--- src/rtl/dbg_trace_buffer.sv ---
// Circular trace buffer for the CPU debug bus, read out byte-wise through SEL/LED.
// Optional capture trigger on an instruction match: DBG_TRACE_TRIGGER_EN.
module dbg_trace_buffer #(
  parameter int DEPTH_LOG2 = 4,
  parameter bit WRAP       = 1'b0
) (
  input  logic                  CLK,
  input  logic                  RST_N,
  input  logic                  START,
  input  logic                  STOP,
  input  logic [31:0]           dbg_inst,
  input  logic [2:0]            dbg_op,
  input  logic                  dbg_we,
  input  logic [31:0]           alu_output,
  input  logic                  RD_NEXT,
  input  logic [2:0]            SEL,
`ifdef DBG_TRACE_TRIGGER_EN
  input  logic [31:0]           TRIG_INST,
`endif
  output logic [7:0]            LED,
  output logic [3:0]            RD_TAG,
  output logic [DEPTH_LOG2:0]   COUNT,
  output logic                  EMPTY,
  output logic                  FULL,
  output logic                  OVF,
  output logic [1:0]            STATE
);

  localparam int DEPTH = 1 << DEPTH_LOG2;
  localparam logic [DEPTH_LOG2:0] CNT_FULL = {1'b1, {DEPTH_LOG2{1'b0}}};
  localparam logic [DEPTH_LOG2:0] CNT_LAST = CNT_FULL - 1'b1;

  typedef enum logic [1:0] {S_IDLE = 2'd0, S_CAPTURE = 2'd1, S_DRAIN = 2'd2, S_ARMED = 2'd3} state_t;

  state_t                state_q, state_d;
  logic [DEPTH_LOG2-1:0] wr_ptr_q, rd_ptr_q;
  logic [DEPTH_LOG2:0]   count_q;
  logic                  ovf_q;
  logic [67:0]           mem [DEPTH];

  logic empty, full, start_ok, trig_hit;
  logic do_clear, do_write, do_pop, overwrite;

  assign empty    = (count_q == '0);
  assign full     = (count_q == CNT_FULL);
  assign start_ok = START && !STOP;

`ifdef DBG_TRACE_TRIGGER_EN
  assign trig_hit = (dbg_inst == TRIG_INST);
`else
  assign trig_hit = 1'b0;
`endif

  // State register
  always_ff @(posedge CLK or negedge RST_N) begin
    if (!RST_N) state_q <= S_IDLE;
    else        state_q <= state_d;
  end

  // Next-state logic
  always_comb begin
    state_d = state_q;
    case (state_q)
      S_IDLE: begin
`ifdef DBG_TRACE_TRIGGER_EN
        if (start_ok) state_d = S_ARMED;
`else
        if (start_ok) state_d = S_CAPTURE;
`endif
      end
      S_CAPTURE: begin
        if (STOP)                          state_d = S_DRAIN;
        else if (!WRAP && count_q >= CNT_LAST) state_d = S_DRAIN;
      end
      S_DRAIN: begin
`ifdef DBG_TRACE_TRIGGER_EN
        if (start_ok) state_d = S_ARMED;
`else
        if (start_ok) state_d = S_CAPTURE;
`endif
        else if (RD_NEXT && count_q == 1) state_d = S_IDLE;
      end
      S_ARMED: begin
        if (STOP)          state_d = S_IDLE;
        else if (trig_hit) state_d = S_CAPTURE;
      end
      default: state_d = S_IDLE;
    endcase
  end

  // Datapath controls decoded from the current state
  always_comb begin
    do_clear  = 1'b0;
    do_write  = 1'b0;
    do_pop    = 1'b0;
    case (state_q)
      S_IDLE, S_DRAIN: begin
        do_clear = start_ok;
        do_pop   = RD_NEXT && !empty && !start_ok;
      end
      S_CAPTURE: do_write = !STOP && !(full && !WRAP);
      S_ARMED:   do_write = !STOP && trig_hit;
      default: ;
    endcase
    overwrite = do_write && full;
  end

  always_ff @(posedge CLK or negedge RST_N) begin
    if (!RST_N) begin
      wr_ptr_q <= '0;
      rd_ptr_q <= '0;
      count_q  <= '0;
      ovf_q    <= 1'b0;
    end else if (do_clear) begin
      wr_ptr_q <= '0;
      rd_ptr_q <= '0;
      count_q  <= '0;
      ovf_q    <= 1'b0;
    end else begin
      if (do_write) begin
        wr_ptr_q <= wr_ptr_q + 1'b1;
        // Full with WRAP: the write lands on the head, so the head moves on
        if (overwrite) begin
          rd_ptr_q <= rd_ptr_q + 1'b1;
          ovf_q    <= 1'b1;
        end else begin
          count_q  <= count_q + 1'b1;
        end
      end
      if (do_pop) begin
        rd_ptr_q <= rd_ptr_q + 1'b1;
        count_q  <= count_q - 1'b1;
      end
    end
  end

  always_ff @(posedge CLK) begin
    if (do_write) mem[wr_ptr_q] <= {dbg_inst, alu_output, dbg_we, dbg_op};
  end

  logic [67:0] head;
  logic [31:0] head_word;
  logic [7:0]  head_byte;

  assign head      = mem[rd_ptr_q];
  assign head_word = SEL[2] ? head[35:4] : head[67:36];
  assign head_byte = head_word[{SEL[1:0], 3'b000} +: 8];

  always_ff @(posedge CLK or negedge RST_N) begin
    if (!RST_N) begin
      LED    <= '0;
      RD_TAG <= '0;
    end else begin
      LED    <= empty ? 8'h00 : head_byte;
      RD_TAG <= empty ? 4'h0  : head[3:0];
    end
  end

  assign COUNT = count_q;
  assign EMPTY = empty;
  assign FULL  = full;
  assign OVF   = ovf_q;
  assign STATE = state_q;

endmodule

--- config.mk ---
export PLATFORM = sky130hd
export DESIGN_NAME = dbg_trace_buffer
export DESIGN_NICKNAME = d
export VERILOG_FILES = /design/src/rtl/dbg_trace_buffer.sv
export SDC_FILE = /design/constraint.sdc
export NUM_CORES = 1
export LEC_CHECK = 0
export CAP_MARGIN = 20
export CELL_PAD_IN_SITES_DETAIL_PLACEMENT = 1
export CELL_PAD_IN_SITES_GLOBAL_PLACEMENT = 1
export CORE_MARGIN = 3
export CORE_UTILIZATION = 50
export CTS_BUF_LIST = sky130_fd_sc_hd__clkbuf_8
export DETAILED_ROUTE_END_ITERATION = 8
export HOLD_SLACK_MARGIN = 0.06
export PLACE_DENSITY = 0.75
export SETUP_SLACK_MARGIN = 0.15
export SYNTH_ARGS = -nofsm -noshare
export SYNTH_HDL_FRONTEND = slang
export SYNTH_SLANG_ARGS = --single-unit
--- constraint.sdc ---
create_clock -name CLK -period 7.95 [get_ports CLK]
set_clock_uncertainty 0.2 [all_clocks]
set_input_delay 1.59 -clock CLK [delete_from_list [all_inputs] [get_ports CLK]]
set_output_delay 1.59 -clock CLK [all_outputs]
set_load 0.02 [all_outputs]
==> key figures, run 1 <==
Placed design
  – IO Port Bufs: 97
  – Post-DP Area: between 40000 and 50000 um^2
  – DP HPWL: 64700 um
  – GPL Wtd Cong: 0.888

Global route
  – Initial antenna violation count: 3
  – All-Layer GR Usage: 24.5%
  – First-pass GRT wire length: 158000 um
  – Vias in the first global route: roughly 23000
  – GR Overflow Total: 0
  – Largest net degree at the start of global routing: 134

Synthesis
  – Yosys top cell area share: 76.1%
  – Synth area leaders: edfxtp_1 76%, mux4_2 12%, mux2_2 2.3%
  – Post-synth EDFFs: 1088
  – Ys flop type: edfxtp_1
  – Multiplexer share of the synthesized area: 15.4%
  – Post-Synth Adder-Cell Area: less than 1%
  – Post-Syn Area: between 40000 and 50000 um^2
  – Syn Nets: a little over 2000
  – Main combinational cell family by area after synthesis: multiplexers
  – FFs w/ async S/R, synth: 2.51%
  – Register area share after synthesis: 77.7%
  – Count leader, synth: edfxtp_1
  – Distinct cells, synth: 50
  – Synthesis Warnings: 0
  – Cells after Synth: 1972
  – Post-Synth XOR/XNOR Area: less than 1%
  – Area leader, netlist: edfxtp_1
  – Compound-Gate Fraction of Synth Area: 2.14%
  – Top post-synthesis cells by count: 1088 x edfxtp_1, 230 x mux4_2, 88 x mux2_2
  – Syn avg cell area: 21.8 um^2
  – Simple-gate share of the synthesized area: ~2.9%
  – Yosys reg bits: 1116

STA
  – Setup violations, final: 0
  – Final Hold Fails: 0
  – Slew margin rel.: 31.5%
  – Final worst-path cycle share: 56.7%
  – F_max: 222 MHz
  – RSZ-0062 raised after global routing: no
  – Worst-margin pin slew: 1030 ps
  – Fin crit period: 4510 ps
  – Setup_tns: 0 ps
  – Max Slew Vio Count: 0

Pwr
  – Peak supply drop: 0.000200 V
  – Sw Ratio: between 20 and 30%
  – Sw power: 4.25 mW
  – Pwr dens: 300 nW/um^2
  – Comb power frac: a little under a quarter
  – Register share of total power: 46.8%
  – Clock power share: 30.2%
  – Int Power: roughly 10 mW
  – Cell leakage power: 15.2 nW

Worst setup path
  – CP Buf/Inv Count: 2
  – CP Launch Type: input pin
  – Critical path class: in2reg
  – Crit-path max cell delay: between 600 and 700 ps
  – Critical path, cell by cell: clkdlybuf4s50_1, nand2b_1, or3_1, nor3_1, and2_4, buf_4
  – Worst-path fanout max: 40
  – Crit. End Element: flip-flop
  – Data required, critical path: 8150 ps
  – Data arrival, critical path: 4710 ps
  – Critical path's top delay family: simple AND/OR/NAND/NOR gates
  – CP max stage cell: buf_4

Floorplanning
  – Die area: 89400 um^2
  – Core area: 84400 um^2
  – # rows: 106
  – Die Ht: 299 um
  – Initial cell density of the core: 50.9%
  – IO Count: 98
  – Die Wd: 299 um

Routing
  – Total number of vias: 21200
  – TritonRoute pass-1 iters: 5
  – DR WL/cell: 31.4 um
  – Vias per std cell: 6.15
  – Routed Antenna Nets: 0
  – Total wire length: 108000 um
  – First DRT Iteration DRCs: roughly 2500
  – Residual DRC count: 0

Finish
  – Layout area overhead: 12.9%
  – Share of layout cells above drive strength 1: 26.3%
  – Fin util: 57.5%
  – Nets@finish: 2264
  – Post-route design area: 48500 um^2

Clock network
  – H-tree levels: 4
  – Cts repair resizes: 0
  – Inserted Clock Buffers: between 150 and 200
  – Clock sinks: 1116
  – CTS clk-pin slew, worst paths: 60 ps
  – CTS root buffer: clkbuf_8
  – Clock Path Buffers: 3
  – Clock Latency Late Sink: 790 ps
  – Setup Buffers After CTS: 0
  – Hold-fix buffers, CTS: 0
  – CTS tree: yes

Min path
  – Hold WC Path Type: reg2reg

Run
  – Max Cap Viol: 0

Status
  – Status: complete, no violations
## cells in the final DEF (no fill, tap or decap), types with 25 or more instances in the layout
master	n
nand3_1	44
nor3_1	31
mux2_2	88
clkinv_2	28
dfrtp_1	25
clkinv_1	47
clkdlybuf4s50_1	96
edfxtp_1	1088
mux2i_1	43
inv_1	50
o22ai_1	76
clkbuf_8	179
mux4_2	230
## power by group through the flow
stage               combinational, mW  clock, mW  sequential, mW
global placement                 3.30          0            6.91
floorplan                        2.26          0            6.83
finish                           3.35       4.40            6.80
detailed placement               3.36          0            6.92
CTS                              3.37       4.49            6.80
global route                     3.51       4.77            6.82
## cell type report
class	instances	area [um^2]
timing repair buffer	137	1520
clock inverter	133	667
inverter	5	18.8
tap	1134	1420
fill	7289	35900
multi-input combinational	742	9030
sequential	1116	33400
clock buffer	179	2460
antenna	2	5.00
## kinds of logic after synthesis
logic type | Yosys count
XOR/XNOR | 7
AO/OA/AOI/OAI | 141
adder cells (fa/ha/maj) | 10
buffers and inverters | 114
multiplexers | 361
AND/OR/NAND/NOR | 223
flip-flops | 1116
## worst paths after layout
check | from | end | slack [ps] | cells past startpoint
max | STOP | mem[2][40] | 3440 | 6
min | OVF | OVF | 300 | 1
max reg2reg | rd_ptr_q[0] | LED[0] | 3770 | 6
min reg2reg | OVF | OVF | 300 | 1
max in group asynchronous | RST_N | rd_ptr_q[2] | 6150 | 2
min in group asynchronous | RST_N | RD_TAG[3] | 1010 | 2
## layer usage
metal | vias to the layer above | routed length, um | GRT usage (%)
met1 | 11200 | 41100 | 32.2
met4 | 4 | 3550 | 8.98
met5 | - | 119 | 0.866
met3 | 206 | 8720 | 5.35
li1 | 8750 | - | -
met2 | 990 | 54900 | 40.5
## flip-flops by register name, summed over array words and instances (netlist names)
name	flops
wr_ptr_q	4
OVF	1
LED	8
rd_ptr_q	4
COUNT	5
mem	1088
STATE	2
RD_TAG	4
## metrics by stage
stage | std cells | setup WS [ps] | total power [mW] | hold slack, ps
2_1_floorplan | 1972 | 3210 | 9.09 | 343
3_3_place_gp | 3121 | 2790 | 10.2 | 269
3_5_place_dp | 3128 | 2650 | 10.3 | 276
4_1_cts | 3440 | 3490 | 14.7 | 295
5_1_grt | 3447 | 3380 | 15.1 | 312
6_report | 3448 | 3440 | 14.5 | 298
(Power assumes the default switching activity.)
==> run 2, diff against run 1 <==
Clock period 7.95 ns to 4.5 ns, I/O delays scaled along.
==> key figures, run 2 (synthesized netlist as in run 1, its figures left out) <==
Status
  – Status: complete, no violations

Finish
  – Max reg flops: 1088 (unchanged)
  – Nets@finish: 2308 (+1.9%)
  – Share of layout cells above drive strength 1: 27.6% (+1.3 points)
  – Commonest non-fill, non-tap cell in the layout: edfxtp_1
  – Top reg by flops: mem
  – Layout area overhead: 14.3%
  – Most frequent cells in the layout: 1088 x edfxtp_1, 230 x mux4_2, 181 x clkbuf_8, 96 x clkdlybuf4s50_1, 88 x mux2_2
  – Post-route design area: 49100 um^2 (+1.2%)

STA
  – Slew margin rel.: 32.4% (+0.88 points)
  – Max Slew Vio Count: 0 (unchanged)
  – Final Hold Fails: 0 (unchanged)
  – RSZ-0062 raised after global routing: no
  – F_max: 262 MHz
  – Setup violations, final: 0 (unchanged)
  – Final worst-path cycle share: 84.7%
  – Setup_tns: 0 ps (unchanged)
  – Worst-margin pin slew: 988 ps (-38.7 ps)
  – Fin crit period: around 3800 ps
  – Hold slack final: 103 ps (-195 ps)

Clock network
  – Cts repair resizes: 0 (unchanged)
  – Clock sinks: 1116 (unchanged)
  – CTS root buffer: clkbuf_8
  – Clock Path Buffers: 3 (unchanged)
  – CTS clk-pin slew, worst paths: 60 ps (about the same)
  – CTS tree: yes
  – H-tree levels: 4 (unchanged)
  – Inserted Clock Buffers: 175 (-0.57%)
  – Clock Latency Late Sink: 810 ps (+20 ps)

Floorplanning
  – # rows: 106 (unchanged)
  – Die Wd: 299 um (unchanged)
  – Die area: 89400 um^2 (unchanged)
  – Core area: 84400 um^2 (unchanged)
  – Die Ht: 299 um (unchanged)
  – Initial cell density of the core: 50.9% (unchanged)
  – IO Count: 98 (unchanged)

Worst setup path
  – CP Launch Type: flip-flop
  – Worst reg-to-reg setup slack: 690 ps (-3080 ps)
  – Data required, critical path: 4980 ps (-3170 ps)
  – Crit. End Element: flip-flop
  – Worst-path fanout max: 47 (+18%)
  – Critical path class: reg2reg
  – Data arrival, critical path: 4290 ps (-420 ps)

Run
  – Max Cap Viol: 0 (unchanged)

Pwr
  – Cell leakage power: 15.5 nW (+1.9%)
  – Peak supply drop: 0.000363 V (+82%)
  – Pwr dens: 529 nW/um^2 (+76%)

Global route
  – Initial antenna violation count: 9 (+6)
  – GR Overflow Total: 0 (unchanged)
  – First-pass GRT wire length: 164000 um (+3.8%)
  – All-Layer GR Usage: 25.5% (+1.0 points)
  – Largest net degree at the start of global routing: 69 (-49%)
  – Vias in the first global route: 23700 (+4.0%)

Placed design
  – DP HPWL: 69200 um (+6.9%)
  – IO Port Bufs: 97 (unchanged)
  – Post-DP Area: 45800 um^2 (+1.4%)
  – GPL Wtd Cong: 0.861 (-3.1%)

Routing
  – Total number of vias: 21700 (+2.3%)
  – First DRT Iteration DRCs: 2169 (-12%)
  – Routed Antenna Nets: 0 (unchanged)
  – TritonRoute pass-1 iters: 7 (+2)
  – DR WL/cell: 32.0 um (+1.9%)
  – Residual DRC count: 0 (unchanged)
  – Total wire length: 112000 um (+3.3%)
  – Vias per std cell: 6.20 (+0.88%)

Min path
  – Hold WC Path Type: in2async
-- run 2: cell types whose count changed in the layout (fill, tap and decap cells not counted), sizes merged --
cell and change:
buf +46, inv +2, diode +3, clkbuf +1, bufinv +2, clkinv -6
-- run 2: timing repair --
action	4_1_cts	5_1_grt
buffers inserted	0	1
hold buffers	0	0
hold endpoints to repair	0	0
endpoints found under the setup margin	0	1
-- run 2: final cells by class --
cell class	instances	area [um^2]
Timing Repair Buffer	182	2020
Clock inverter	131	712
Clock buffer	181	2490
Tap cell	1134	1420
Sequential cell	1116	33400
Multi-Input combinational cell	742	9030
Fill cell	7194	35300
Inverter	5	18.8
Antenna cell	5	12.5
-- run 2: worst max-delay path, stage by stage, from the launching register on --
cell,delay (ps)
dfrtp_4,940
buf_12,450
mux4_2,600
nand3_1,100
nand2_1,60
a2111oi_0,860
and3_1,280
o21ai_0,100
-- run 2: routing by layer --
metal | up-vias | global-route usage (%) | part of all wire, %
li1 | 8845 | - | -
met1 | 11600 | 32.9 | 38
met2 | 1048 | 42.2 | 50
met3 | 222 | 6.16 | 8.1
met4 | 4 | 10.1 | 3.5
met5 | - | 0 | 0.023
-- run 2: per-stage QoR --
step                      total power, mW  utilization (%)  setup WS, ps  instances
after floorplan                      16.1                -           361       1972
after global placement               18.1             54.4           385       3177
after detailed placement             18.2             54.4           279       3177
after CTS                            26.2             58.2           218       3489
after global routing                 27.0             58.2           548       3495
final                                26.0             58.2           690       3496
-- run 2: final timing paths --
check                            start   endpoint  depth (start not counted)
min in group CLK                   OVF        OVF                          1
max reg2reg                rd_ptr_q[0]     LED[5]                          7
min                              RST_N   STATE[1]                          1
max                        rd_ptr_q[0]     LED[5]                          7
max in group asynchronous        RST_N  RD_TAG[1]                          2
min reg2reg                        OVF        OVF                          1
-- run 2: power by group --
group          switching [mW]  internal [mW]
clock                    3.92           4.03
combinational            3.31           2.75
sequential              0.290           11.7
==> run 3, diff against run 2 <==
Settings changed: PLACE_DENSITY 0.75 to 0.78.
Clock period 4.5 ns to 3.1 ns, I/O delays scaled along.
==> key figures, run 3 (synthesized netlist as in run 1, its figures left out) <==
Worst setup path
  – Critical path class: reg2reg
  – Reg-to-reg endpoint: LED[2]
  – FF-to-FF Start: rd_ptr_q[3]
  – Data required, critical path: 3640 ps (-1340 ps)
  – Data arrival, critical path: 3510 ps (-780 ps)
  – Worst reg-to-reg setup slack: 130 ps (-560 ps)
  – CP Launch Type: flip-flop
  – Crit. End Element: flip-flop
  – R2R cell count: 9 (+2)
  – Worst-path fanout max: 13 (-72%)

Placed design
  – GPL Wtd Cong: 0.858 (-0.29%)
  – Place WS: -574 ps (-853 ps)
  – IO Port Bufs: 97 (unchanged)
  – DP HPWL: 70700 um (+2.2%)

Finish
  – Fin util: 59.7% (+1.5 points)
  – Top reg by flops: mem
  – Commonest non-fill, non-tap cell in the layout: edfxtp_1
  – Area of the multi-input gates: 9140 um^2 (+1.3%)
  – Share of layout cells above drive strength 1: 30.9% (+3.3 points)
  – Layout area overhead: 17.3%
  – Nets@finish: 2386 (+3.4%)
  – # fillers: 7177 (-0.24%)
  – FF/Latch Area: 33400 um^2 (about the same)
  – Most frequent cells in the layout: 1088 x edfxtp_1, 230 x mux4_2, 176 x clkbuf_8, 94 x clkdlybuf4s50_1
  – Max reg flops: 1088 (unchanged)

Clock network
  – CTS root buffer: clkbuf_8
  – Clock Path Buffers: 3 (unchanged)
  – H-tree levels: 4 (unchanged)
  – Clock Latency Late Sink: 840 ps (+30 ps)
  – Clock sinks: 1116 (unchanged)
  – CTS clk-pin slew, worst paths: 70 ps (about the same)
  – Inserted Clock Buffers: 173 (-1.1%)
  – CTS tree: yes

STA
  – Setup violations, final: 0 (unchanged)
  – RSZ-0062 raised after global routing: yes
  – Fin crit period: 2970 ps (-839 ps)
  – Slew margin rel.: 35.9% (+3.4 points)
  – Final Hold Fails: 0 (unchanged)
  – Max Slew Vio Count: 0 (unchanged)
  – Post-layout worst setup margin: 129 ps (-561 ps)
  – Worst-margin pin slew: 959 ps (-29.0 ps)
  – Final worst-path cycle share: 95.8% (+11 points)
  – F_max: 337 MHz (+28%)

Routing
  – Residual DRC count: 0 (unchanged)
  – First DRT Iteration DRCs: 2413 (+11%)
  – TritonRoute pass-1 iters: 7 (unchanged)
  – Total number of vias: 22200 (+2.4%)
  – Routed Antenna Nets: 0 (unchanged)
  – Vias per std cell: 6.22 (+0.22%)
  – DR WL/cell: 32.2 um (+0.58%)
  – Total wire length: 115000 um (+2.7%)

Global route
  – GR Overflow Total: 0 (unchanged)
  – Vias in the first global route: 24300 (+2.5%)
  – All-Layer GR Usage: 26.1% (+0.63 points)
  – First-pass GRT wire length: 169000 um (+2.8%)
  – Initial antenna violation count: 7 (-2)
  – Largest net degree at the start of global routing: 56 (-19%)

Floorplanning
  – # rows: 106 (unchanged)
  – Core area: 84400 um^2 (unchanged)
  – Die Wd: 299 um (unchanged)
  – Die area: 89400 um^2 (unchanged)
  – IO Count: 98 (unchanged)
  – Initial cell density of the core: 50.9% (unchanged)
  – Die Ht: 299 um (unchanged)

Min path
  – Min-delay src: STOP
  – Hold WC Path Type: in2reg
  – Hold path endpoint: STATE[1]
  – Worst Hold Depth: 3

Pwr
  – Sw Ratio: 29.0% (+0.049 points)
  – Pwr dens: 759 nW/um^2 (+43%)
  – Comb power frac: 24.7% (+1.4 points)
  – Register share of total power: 44.9% (-1.2 points)
  – Peak supply drop: 0.000625 V (+72%)
  – Cell leakage power: 16.1 nW (+3.9%)
  – Clock power share: 30.3% (-0.3 points)
  – Sw power: 11.1 mW (+47%)
  – Int Power: 27.1 mW (+47%)

Status
  – Status: complete, no violations

Run
  – Max Cap Viol: 0 (unchanged)
[run 3: worst max-delay path by stage]
stage / from / endpoint / slack [ps]
after floorplan: COUNT[0] / mem[15][0] / 60
final: rd_ptr_q[3] / LED[2] / 130
after detailed placement: SEL[1] / LED[0] / -570
after global placement: SEL[1] / LED[0] / -510
after CTS: rd_ptr_q[3] / LED[0] / 50
after global routing: rd_ptr_q[1] / LED[0] / 70
[run 3: final cells by class]
cell class	count	area share (%)
inverters	5	0.0373
clock inverters	134	1.54
clock buffers	176	4.81
repair buffers	262	6.38
flip-flops and latches	1116	66.3
well taps	1134	2.82
diodes	2	0.00993
multi-input cells	742	18.1
[run 3: worst max-delay path, stage by stage, from the launching register on]
cell      delay, ps
dfrtp_1         720
nor2b_1         250
nand2b_1        140
buf_4           280
buf_4           220
o22ai_1          80
buf_4           140
nor3_1          480
a21oi_4         220
o21ai_1         140
[run 3: power groups by stage]
stage / registers, mW / logic [mW] / clock network [mW]
floorplan: 17.5 / 5.81 / 0
global placement: 17.5 / 8.83 / 0
detailed placement: 17.5 / 9.08 / 0
CTS: 17.2 / 9.35 / 11.8
global route: 17.2 / 9.97 / 12.5
finish: 17.2 / 9.45 / 11.6
[run 3: repair_timing]
action / in CTS / in global routing
hold buffers: 1 / 0
resized for setup: 26 / 13
endpoints found under the setup margin: 10 / 18
cloned: 2 / 1
setup buffers: 0 / 3
pin swaps: 1 / 0
hold endpoints to repair: 13 / 0
[run 3: per-stage QoR]
stage	std cells	instance area (um^2)	setup TNS (ps)	hold slack, ps	power [mW]
after global placement	3252	46900	-9680	269	26.3
after detailed placement	3252	46900	-11060	299	26.6
final	3571	50400	0	304	38.2
after CTS	3565	50300	0	238	38.4
after floorplan	1972	43000	0	124	23.3
after global routing	3570	50400	0	291	39.7
[run 3: per-layer routing]
| metal | track usage (%) | wire length [um] | vias up | share of wire [%] |
|---|---|---|---|---|
| met1 | 32.8 | 42900 | 11800 | 37 |
| met2 | 43.6 | 59100 | 1089 | 51 |
| met5 | 0 | 61 | - | 0.053 |
| met3 | 6.67 | 8900 | 276 | 7.7 |
| li1 | - | - | 9017 | - |
| met4 | 10.8 | 4050 | 10 | 3.5 |
